--- src/rtl/sqrt_floating_point.sv ---
// rtl/sqrt_floating_point.sv - multi-cycle sqrt / inverse sqrt on 8-bit-in, 12-bit-out fractions
// Restoring sqrt (2 root bits per cycle, 24-bit root) then optional restoring division 1/s.
module sqrt_floating_point (
  input  logic        clk,
  input  logic        rst,
  input  logic        doSqrt_i,
  input  logic        doInvSqrt_i,
  input  logic        s_i,
  input  logic [7:0]  f_i,
  input  logic [7:0]  e_i,
  input  logic        nlz_i,
  input  logic        isZ_i,
  input  logic        isInf_i,
  input  logic        isSNAN_i,
  input  logic        isQNAN_i,
  output logic        valid_o,
  output logic        s_o,
  output logic [11:0] f_o,
  output logic [7:0]  e_o,
  output logic        isOverflow_o,
  output logic        isUnderflow_o,
  output logic        isToRound_o
);

  typedef enum logic [2:0] {IDLE, PREP, SQRT, INV, DONE} state_t;

  state_t      state_q, state_d;
  logic        inv_q, inv_d, sgn_q, sgn_d;
  logic        nan_q, nan_d, zero_q, zero_d, inf_q, inf_d;
  logic [7:0]  frac_q, frac_d, exp_q, exp_d;
  logic [47:0] rad_q, rad_d;
  logic [24:0] rem_q, rem_d;
  logic [23:0] root_q, root_d;
  logic [23:0] drem_q, drem_d;
  logic [12:0] quo_q, quo_d;
  logic [3:0]  cnt_q, cnt_d;

  logic        valid_q, valid_d, s_q, s_d, ovf_q, ovf_d, unf_q, unf_d, rnd_q, rnd_d;
  logic [11:0] fo_q, fo_d;
  logic [7:0]  eo_q, eo_d;

  logic        unused_nlz;
  assign unused_nlz = nlz_i;

  // One restoring sqrt step: bring down a radicand bit pair, try (root<<2)|1.
  function automatic logic [48:0] sqrt_step(input logic [24:0] rem, input logic [23:0] root,
                                            input logic [1:0] pair);
    if ({rem, pair} >= {1'b0, root, 2'b01})
      return {25'({rem, pair} - {1'b0, root, 2'b01}), root[22:0], 1'b1};
    else
      return {rem[22:0], pair, root[22:0], 1'b0};
  endfunction

  function automatic logic [24:0] div_step(input logic [23:0] drem, input logic [23:0] root);
    if ({drem, 1'b0} >= {1'b0, root})
      return {24'({drem, 1'b0} - {1'b0, root}), 1'b1};
    else
      return {drem[22:0], 1'b0, 1'b0};
  endfunction

  logic [48:0] sq1, sq2;
  logic [24:0] dv;
  assign sq1 = sqrt_step(rem_q, root_q, rad_q[47:46]);
  assign sq2 = sqrt_step(sq1[48:24], sq1[23:0], rad_q[45:44]);
  assign dv  = div_step(drem_q, root_q);

  // root = floor(sqrt(m/128) * 2^23); quotient = floor(2^35 / root) = floor(2^12 / s).
  logic [11:0] mag_f;
  logic        norm_shift, inexact;
  logic [7:0]  e_half, e_base;
  logic [9:0]  e_full;
  logic        res_ovf, res_unf;

  assign e_half = {exp_q[7], exp_q[7:1]};
  assign e_base = inv_q ? 8'd0 - e_half : e_half;

  always_comb begin
    if (!inv_q) begin
      norm_shift = ~root_q[23];
      mag_f      = root_q[23] ? root_q[23:12] : root_q[22:11];
      inexact    = (root_q[23] ? |root_q[11:0] : |root_q[10:0]) | (|rem_q);
    end else begin
      norm_shift = ~quo_q[12];
      mag_f      = quo_q[12] ? quo_q[12:1] : quo_q[11:0];
      inexact    = (quo_q[12] & quo_q[0]) | (|drem_q) | (|rem_q);
    end
  end

  assign e_full  = {{2{e_base[7]}}, e_base} - {9'd0, norm_shift};
  assign res_ovf = ~e_full[9] & (e_full[8] | e_full[7]);
  assign res_unf = e_full[9] & ~(e_full[8] & e_full[7]);

  always_comb begin
    state_d = state_q;
    inv_d   = inv_q;
    sgn_d   = sgn_q;
    nan_d   = nan_q;
    zero_d  = zero_q;
    inf_d   = inf_q;
    frac_d  = frac_q;
    exp_d   = exp_q;
    rad_d   = rad_q;
    rem_d   = rem_q;
    root_d  = root_q;
    drem_d  = drem_q;
    quo_d   = quo_q;
    cnt_d   = cnt_q;
    valid_d = 1'b0;
    s_d     = s_q;
    fo_d    = fo_q;
    eo_d    = eo_q;
    ovf_d   = ovf_q;
    unf_d   = unf_q;
    rnd_d   = rnd_q;
    unique case (state_q)
      IDLE: begin
        if (doSqrt_i | doInvSqrt_i) begin
          inv_d   = ~doSqrt_i;
          sgn_d   = s_i;
          frac_d  = f_i;
          exp_d   = e_i;
          nan_d   = isSNAN_i | isQNAN_i;
          zero_d  = isZ_i;
          inf_d   = isInf_i;
          state_d = PREP;
        end
      end
      PREP: begin
        exp_d   = exp_q - {7'd0, exp_q[0]};
        rad_d   = exp_q[0] ? {frac_q, 1'b0, 39'd0} : {1'b0, frac_q, 39'd0};
        rem_d   = '0;
        root_d  = '0;
        cnt_d   = '0;
        state_d = SQRT;
      end
      SQRT: begin
        rem_d  = sq2[48:24];
        root_d = sq2[23:0];
        rad_d  = {rad_q[43:0], 4'd0};
        cnt_d  = cnt_q + 4'd1;
        if (cnt_q == 4'd11) begin
          drem_d  = 24'h200000;
          quo_d   = '0;
          cnt_d   = '0;
          state_d = inv_q ? INV : DONE;
        end
      end
      INV: begin
        drem_d = dv[24:1];
        quo_d  = {quo_q[11:0], dv[0]};
        cnt_d  = cnt_q + 4'd1;
        if (cnt_q == 4'd13) state_d = DONE;
      end
      DONE: begin
        valid_d = 1'b1;
        s_d     = sgn_q;
        ovf_d   = 1'b0;
        unf_d   = 1'b0;
        rnd_d   = 1'b0;
        if (nan_q) begin
          fo_d = 12'hC00;
          eo_d = 8'h7F;
        end else if (zero_q) begin
          fo_d = 12'h000;
          eo_d = inv_q ? 8'h7F : 8'h80;
        end else if (inf_q) begin
          fo_d = 12'h000;
          eo_d = inv_q ? 8'h80 : 8'h7F;
        end else if (res_ovf) begin
          fo_d  = 12'hFFF;
          eo_d  = 8'h7F;
          ovf_d = 1'b1;
        end else if (res_unf) begin
          fo_d  = 12'h000;
          eo_d  = 8'h80;
          unf_d = 1'b1;
        end else begin
          fo_d  = mag_f;
          eo_d  = e_full[7:0];
          rnd_d = inexact;
        end
        state_d = IDLE;
      end
      default: state_d = IDLE;
    endcase
  end

  always_ff @(posedge clk) begin
    if (rst) begin
      state_q <= IDLE;
      inv_q   <= 1'b0;
      sgn_q   <= 1'b0;
      nan_q   <= 1'b0;
      zero_q  <= 1'b0;
      inf_q   <= 1'b0;
      frac_q  <= '0;
      exp_q   <= '0;
      rad_q   <= '0;
      rem_q   <= '0;
      root_q  <= '0;
      drem_q  <= '0;
      quo_q   <= '0;
      cnt_q   <= '0;
      valid_q <= 1'b0;
      s_q     <= 1'b0;
      fo_q    <= '0;
      eo_q    <= '0;
      ovf_q   <= 1'b0;
      unf_q   <= 1'b0;
      rnd_q   <= 1'b0;
    end else begin
      state_q <= state_d;
      inv_q   <= inv_d;
      sgn_q   <= sgn_d;
      nan_q   <= nan_d;
      zero_q  <= zero_d;
      inf_q   <= inf_d;
      frac_q  <= frac_d;
      exp_q   <= exp_d;
      rad_q   <= rad_d;
      rem_q   <= rem_d;
      root_q  <= root_d;
      drem_q  <= drem_d;
      quo_q   <= quo_d;
      cnt_q   <= cnt_d;
      valid_q <= valid_d;
      s_q     <= s_d;
      fo_q    <= fo_d;
      eo_q    <= eo_d;
      ovf_q   <= ovf_d;
      unf_q   <= unf_d;
      rnd_q   <= rnd_d;
    end
  end

  assign valid_o       = valid_q;
  assign s_o           = s_q;
  assign f_o           = fo_q;
  assign e_o           = eo_q;
  assign isOverflow_o  = ovf_q;
  assign isUnderflow_o = unf_q;
  assign isToRound_o   = rnd_q;

endmodule

--- config.mk ---
export PLATFORM = sky130hd
export DESIGN_NAME = sqrt_floating_point
export DESIGN_NICKNAME = d
export VERILOG_FILES = /design/src/rtl/sqrt_floating_point.sv
export SDC_FILE = /design/constraint.sdc
export NUM_CORES = 1
export LEC_CHECK = 0
export CAP_MARGIN = 20
export CELL_PAD_IN_SITES_DETAIL_PLACEMENT = 1
export CELL_PAD_IN_SITES_GLOBAL_PLACEMENT = 2
export CORE_UTILIZATION = 25
export CTS_BUF_LIST = sky130_fd_sc_hd__clkbuf_4
export CTS_CLUSTER_SIZE = 8
export DETAILED_ROUTE_END_ITERATION = 7
export GPL_TIMING_DRIVEN = 0
export PLACE_DENSITY_LB_ADDON = 0.3
export SETUP_SLACK_MARGIN = 0.2
export SLEW_MARGIN = 20
export SYNTH_ARGS = -nofsm -noshare
export SYNTH_HDL_FRONTEND = slang
export SYNTH_SLANG_ARGS = --single-unit
--- constraint.sdc ---
create_clock -name clk -period 8.2 [get_ports clk]
set_clock_uncertainty 0.2 [all_clocks]
set_input_delay 1.64 -clock clk [delete_from_list [all_inputs] [get_ports clk]]
set_output_delay 1.64 -clock clk [all_outputs]
set_load 0.01 [all_outputs]
Yosys cells after proc, flatten, opt, wreduce, memory -nomap -nowiden. Cells that the tools add are included.

Output and inout port bits: 25. Flip-flop bits (word level): 187. Logic and storage cells: 122. Input port bits: 26.

Mux-type cells: 54. Add/subtract/negate cells: 7. Equality and inequality tests: 9. Reduce and logical (&&, ||, !) cells: 13. $lt $le $gt $ge: 3. Bitwise operators: 15.

Operators by type and width (count): 49-bit 2-to-1 mux (2); 12-bit 2-to-1 mux (8); 24-bit one-hot mux with 2 select lines (2); 48-bit one-hot mux with 2 select lines (1); 8-bit 2-to-1 mux (9); 27-bit by 26-bit >= comparator with 1-bit output (2); 25-bit one-hot mux with 2 select lines (1); 25-bit subtractor (2); 48-bit 2-to-1 mux (1); 13-bit one-hot mux with 2 select lines (1); 25-bit by 24-bit >= comparator with 1-bit output (1); 25-bit 2-to-1 mux (1); 25-bit OR reduction (1); 24-bit 2-to-1 mux (1); 24-bit OR reduction (1); 24-bit subtractor (1); 1-bit 2-to-1 mux (18); 8-bit one-hot mux with 2 select lines (1); 13-bit 2-to-1 mux (1); 3-bit 2-to-1 mux (4); 3-bit one-hot mux with 4 select lines (1); 4-bit one-hot mux with 3 select lines (1); 12-bit OR reduction (1); 11-bit OR reduction (1); other kinds (18) (38).

Longest topological paths before layout.
Depth in word-level cells: 11. Gate-level depth with buffers: 28. Gate-level depth less buffers: 23.

Worst setup path after synthesis. OpenSTA, ideal clock, no wires.

Kind: flip-flop to flip-flop. From: register root_q[13]. To: register rem_q[10]. Stages on the path, launching flop included: 28. Clock period less this slack: 5.165 ns. Path slack: 3.035 ns. Required time: 7.868 ns. Data arrival time: 4.833 ns. Path buffers: 7. Library setup time: 0.132 ns. Path through: dfxtp_1 inv_1 ha_1 buf_2 nand4_1 nor4_1 a41oi_1 a21oi_1 or2_2 clkbuf_1 inv_2 clkbuf_1 o21ai_0 ha_1 clkbuf_1 and3_1 and2_1 nand4_1 nor4_1 o41ai_1 o2111ai_1 a21o_1 buf_6 and2_4 buf_6 buf_6 a22oi_2 a21oi_1.

Cells in the longest elaborated chain, start to end: 5. Elaborated cells between the ends (all ways): 7. Classes of those cells: add/sub (2); order compare (2); mux (3).

Ends and longest elaborated chain: from (decl) (RTL line 33) `logic [23:0] root_q, root_d;`; from (signal assigned) (RTL line 222) `root_q <= root_d;`; 27-bit by 26-bit >= comparator with 1-bit output or 25-bit subtractor (tied branches) (RTL line 48, 49); 49-bit 2-to-1 mux (*) (RTL line 48) `if ({rem, pair} >= {1'b0, root, 2'b01})`; 25-bit subtractor or 27-bit by 26-bit >= comparator with 1-bit output (tied branches) (RTL line 49, 48); 49-bit 2-to-1 mux (*) (RTL line 48); 25-bit one-hot mux with 2 select lines (*) (RTL line 115) `unique case (state_q)`; to (signal assigned) (RTL line 221) `rem_q <= rem_d;`; to (decl) (RTL line 32) `logic [24:0] rem_q, rem_d;`.

Mark *: on every way between the ends. The rest lies on a longest branch, timed or not. A chain may end at the register's enable or synchronous reset.

Worst setup path after layout.
From: register root_q[12]. To: register rem_q[6].

The elaborated chain is that of the path after synthesis.

==> run metrics <==
final-stage net count roughly 1500; CP endpoint kind flop; initial antenna violation count 1; Syn Inst Count between 1000 and 1500; Synth Cell Area ~11000 um^2; Slew @ Worst Pin around 1100 ps; most used cell, CP a21oi_1; post-route ant nets 0; RSZ-0062 raised after global routing false; H-tree levels 4; Final min period approximately 7300 ps; post-CTS resize count 0; layout cells sized above 1 just under 5%; Initial DRC Count around 550; final setup TNS 0 ps; I/O Buffers 49; Ports 51; RePlAce Congestion ~0.83; Critical Path Max Stage Delay 540 ps; PnR worst setup slack roughly 900 ps; clock slew at reported path FFs roughly 160 ps; vias in the first global route around 10000; Setup Viol. Count Final 0; Synth area leaders dfxtp_1 (28%), ha_1 (9.6%), nand2_1 (6.6%); first-pass GRT wire length approximately 63000 um; post-route cell area between 10000 and 15000 um^2; clock buffer count from CTS 17; Setup WS pre-CTS 783 ps; TritonCTS clock tree yes; synthesis-stage register bit count between 100 and 150; Synth-to-Final Area Change 13.8%; Rows 74; total of max-cap violations 0; DRC 0; post-synthesis sequential area ratio around 28%; Crit Path Category reg -> reg; gr usage total 18.8%; Synth Area per Inst a little under 8 um^2; Synth area leader dfxtp_1; most frequent cell after synthesis nand2_1; routed len/inst ~20 um; Slowest cell on crit path nor4_1; 1st-pass router iterations 5; Worst EP arrival approximately 7600 ps; DP HPWL roughly 32000 um; max-slew headroom at the worst pin a little over a quarter; Die W 207 um; final wirelength 40100 um; vias per cell about 5.2; critical path peak fanout 10; Synth top area share roughly 28%; Initial Util 25.6%; HP Class reg -> reg; syn nets 1475; Die ar. 43000 um^2; Synth top cells by count nand2_1 (184), dfxtp_1 (148), a21oi_1 (124), nor2_1 (107), o21ai_0 (83); worst skew pair latency between 600 and 700 ps; CTS Root Cell clkbuf_4; die height 207 um; max-slew violations 0; Hold Buf Count CTS 0; Final Hold Fails 0; non-filler cells, final between 1500 and 2000; # clock sinks roughly 150; FFs w/ async S/R, synth 0%; vias just over 10000; Yosys cell types 79; placed cells roughly 1900; post-CTS setup repair buffer count 0; Syn. warnings 0; Placed Area approximately 12000 um^2; outcome completed; Clock Path Buffers 2; crit share post-route 89.0%; Fmax achieved between 0.1 and 0.15 GHz; core area approximately 41000 um^2; gr ovfl total 0; EDFF count, synth 0; Req. time, crit path around 8500 ps; pin count of the biggest net entering global routing 17; startpoint types flop; top_reg_cell synth dfxtp_1
[cells by family after synthesis]
group,Yosys count,share of synthesized area [%]
flip-flops,148,28.1
AO/OA/AOI/OAI,442,27.5
XOR/XNOR,75,6.23
AND/OR/NAND/NOR,448,19.3
buffers and inverters,128,4.86
adder cells (fa/ha/maj),82,9.81
multiplexers,44,4.20
[path summary, 6_finish.rpt]
check,start,to,slack [ps],cells after the start
min reg2reg,sgn_q$_SDFFE_PP0P_,sgn_q$_SDFFE_PP0P_,270,2
max,root_q[12]$_SDFFE_PP0P_,rem_q[6]$_SDFFE_PP0P_,900,26
max reg2reg,root_q[12]$_SDFFE_PP0P_,rem_q[6]$_SDFFE_PP0P_,900,26
min,sgn_q$_SDFFE_PP0P_,sgn_q$_SDFFE_PP0P_,270,2
[sequential cells by signal, indices dropped and copies added, names as in the netlist, 3 cells and up, named ones only]
name,flops
root_q,24
f_o,12
quo_q,13
exp_q,6
state_q,3
e_o,8
drem_q,24
rem_q,25
rad_q,9
frac_q,8
cnt_q,4
[layout make-up]
type	instances	area (um^2)
Antenna cell	1	2.50
Buffer	74	309
Clock buffer	20	150
Clock inverter	12	148
Fill cell	5043	29200
Inverter	54	203
Multi-Input combinational cell	1091	7070
Sequential cell	148	2960
Tap cell	532	666
Timing Repair Buffer	49	490
[layout by cell type, fill, tap and decap left out, types with 8 or more instances in the layout]
cell type,netlist,routed
mux2i_1,42,42
nand2_1,184,184
xnor2_1,36,36
a21oi_1,124,124
o22ai_1,8,8
nor4_1,21,21
nand4_1,11,11
clkdlybuf4s50_1,0,49
and2_1,9,9
a22oi_1,49,49
nor2_1,107,107
and3_1,14,14
clkbuf_4,0,20
nor2b_1,8,8
dfxtp_1,148,148
nor3_1,22,22
clkbuf_1,62,62
nand2b_1,12,12
a211oi_1,15,15
a31oi_1,20,20
a21o_1,43,43
inv_1,53,53
o21bai_1,8,8
o211ai_1,15,15
o21ai_0,83,83
a22oi_2,9,9
xor2_1,39,39
ha_1,81,81
nand3_1,32,32
[through the flow]
step,util (%),hold WS [ps]
detailed placement,28.4,252
CTS,29.1,272
floorplan,-,232
global route,29.1,297
finish,29.1,269
global placement,28.4,248
[worst max-delay path, delay by kind of cell (launching register included)]
kind / cells / cell delay, ps
AO/OA/AOI/OAI: 12 / 2820
buffers and inverters: 8 / 1810
AND/OR/NAND/NOR: 4 / 1090
adder cells (fa/ha/maj): 2 / 780
flip-flops: 1 / 410
[metal layers]
| metal | vias to the layer above | global-route usage (%) | wire length [um] |
|---|---|---|---|
| li1 | 5098 | - | - |
| met1 | 4958 | 25.7 | 20100 |
| met2 | 150 | 30.5 | 18100 |
| met3 | 27 | 2.80 | 1060 |
| met4 | 0 | 5.25 | 793 |
| met5 | - | 0 | 0 |
Power is left out: the tool's default activity adds up to more than one toggle a clock period on the data nets, which glitch-free logic cannot reach.
==> RTL change (same flow settings) <==
Re-encode `state_t` (5 states) as one-hot, 5 bits wide.
--- a/src/rtl/sqrt_floating_point.sv
+++ b/src/rtl/sqrt_floating_point.sv
@@ -23,5 +23,5 @@
 );
 
-  typedef enum logic [2:0] {IDLE, PREP, SQRT, INV, DONE} state_t;
+  typedef enum logic [4:0] {IDLE = 5'b00001, PREP = 5'b00010, SQRT = 5'b00100, INV = 5'b01000, DONE = 5'b10000} state_t;
 
   state_t      state_q, state_d;
Formal check against the unedited RTL: no difference found for any inputs over 10 cycles, from zero or initial values and one cycle with rst high; not proved beyond that.
==> RTL change against the unedited design <==
- the run now ends with design-rule violations left
- die area decreased by 0.74%
- routed wire length is 1.4% lower
- sequential cell count rose by 2
- worst setup slack better by 34 ps
- non-clock buffer count shrank 4
- critical path depth decreased by 2
- area after synthesis down 0.75%
- final area fell by 0.81%
- global-route usage is 0.32 points higher
- largest cell class unchanged
Power is left out: the tool's default activity adds up to more than one toggle a clock period on the data nets, which glitch-free logic cannot reach.
==> RTL change: results (changes against the unedited design) <==
outcome: finished with violations (was finished clean)
failing checks: design-rule violations
sequential element share of the synthesized area: 28.7% (was 28.1%)
Cell Count, Final, Fillers Out: 1950 (was 1981)
Hold EP: isOverflow_o (was sgn_q)
sequential cell area share: 25.2% (was 24.7%)
worst r2r src: root_q[23] (was root_q[12])
DRC violations left: 5 (was 0)
crit path DAT: 7570 ps (was 7560 ps)
layout cells sized above 1: 5.08% (was 4.83%)
bufs w/o clock: 119 (was 123)
Filler cells: 4982 (was 5043)
ranking of synthesized cells by area: dfxtp_1 29%, ha_1 9.7%, nand2_1 6.1%, a21oi_1 5.4%, o21ai_0 4.5% (was dfxtp_1 28%, ha_1 9.6%, nand2_1 6.6%, a21oi_1 5.9%, mux2i_1 4.0%)
Multi-In Gates: 1065 (was 1091)
Slowest-stage cell, CP: clkbuf_1 (was nor4_1)
GR Util met1: 25.6% (was 25.7%)
DR vias/cell: 5.23 (was 5.17)
buffering overhead: 6.60% (was 6.66%)
reg2reg setup slack: 940 ps (was 900 ps)
Met3 Wirelength: 928 um (was 1060 um)
Port Buffers: 48 (was 49)
multi-input gate share of the layout cell area: 58.6% (was 58.9%)
most frequent cells after synthesis: 169 x nand2_1, 150 x dfxtp_1, 118 x nor2_1, 113 x a21oi_1, 94 x o21ai_0 (was 184 x nand2_1, 148 x dfxtp_1, 124 x a21oi_1, 107 x nor2_1, 83 x o21ai_0)
gr usage total: 19.1% (was 18.8%)
wl on met1: 19400 um (was 20100 um)
Yosys reg bits: 150 (was 148)
Rel. slew slack: 32.2% (was 26.6%)
DR WL/cell: 20.3 um (about the same)
==> RTL change: changes by cell type after synthesis, sizes merged, moves of 6 or more <==
cell    before  now
clkbuf      62   50
buf         12   21
a21oi      126  114
nand2b      12    6
o21ai       87   95
and2        11    5
nand3       32   24
xnor2       36   42
nand2      185  169
nor2       107  118
==> RTL change: worst max path at each step <==
stage / from / depth (start not counted) / endpoint / slack (ps)
finish: root_q[23] / 24 / rem_q[13] / 940
global route: root_q[23] / 26 / rem_q[14] / 530
floorplan: root_q[23] / 29 / rem_q[11] / 2840
CTS: root_q[23] / 26 / rem_q[14] / 1070
global placement: root_q[23] / 23 / rem_q[14] / 1120
detailed placement: root_q[23] / 26 / rem_q[13] / 1130
==> RTL change: logic make-up after synthesis <==
group           count (synthesis)  synth area share [%]
buf+inv                       122                  4.75
simple gates                  429                  18.9
compound gates                431                  26.9
mux                            47                  4.51
flops                         150                  28.7
xor+xnor                       76                  6.36
fa+ha+maj                      82                  9.88
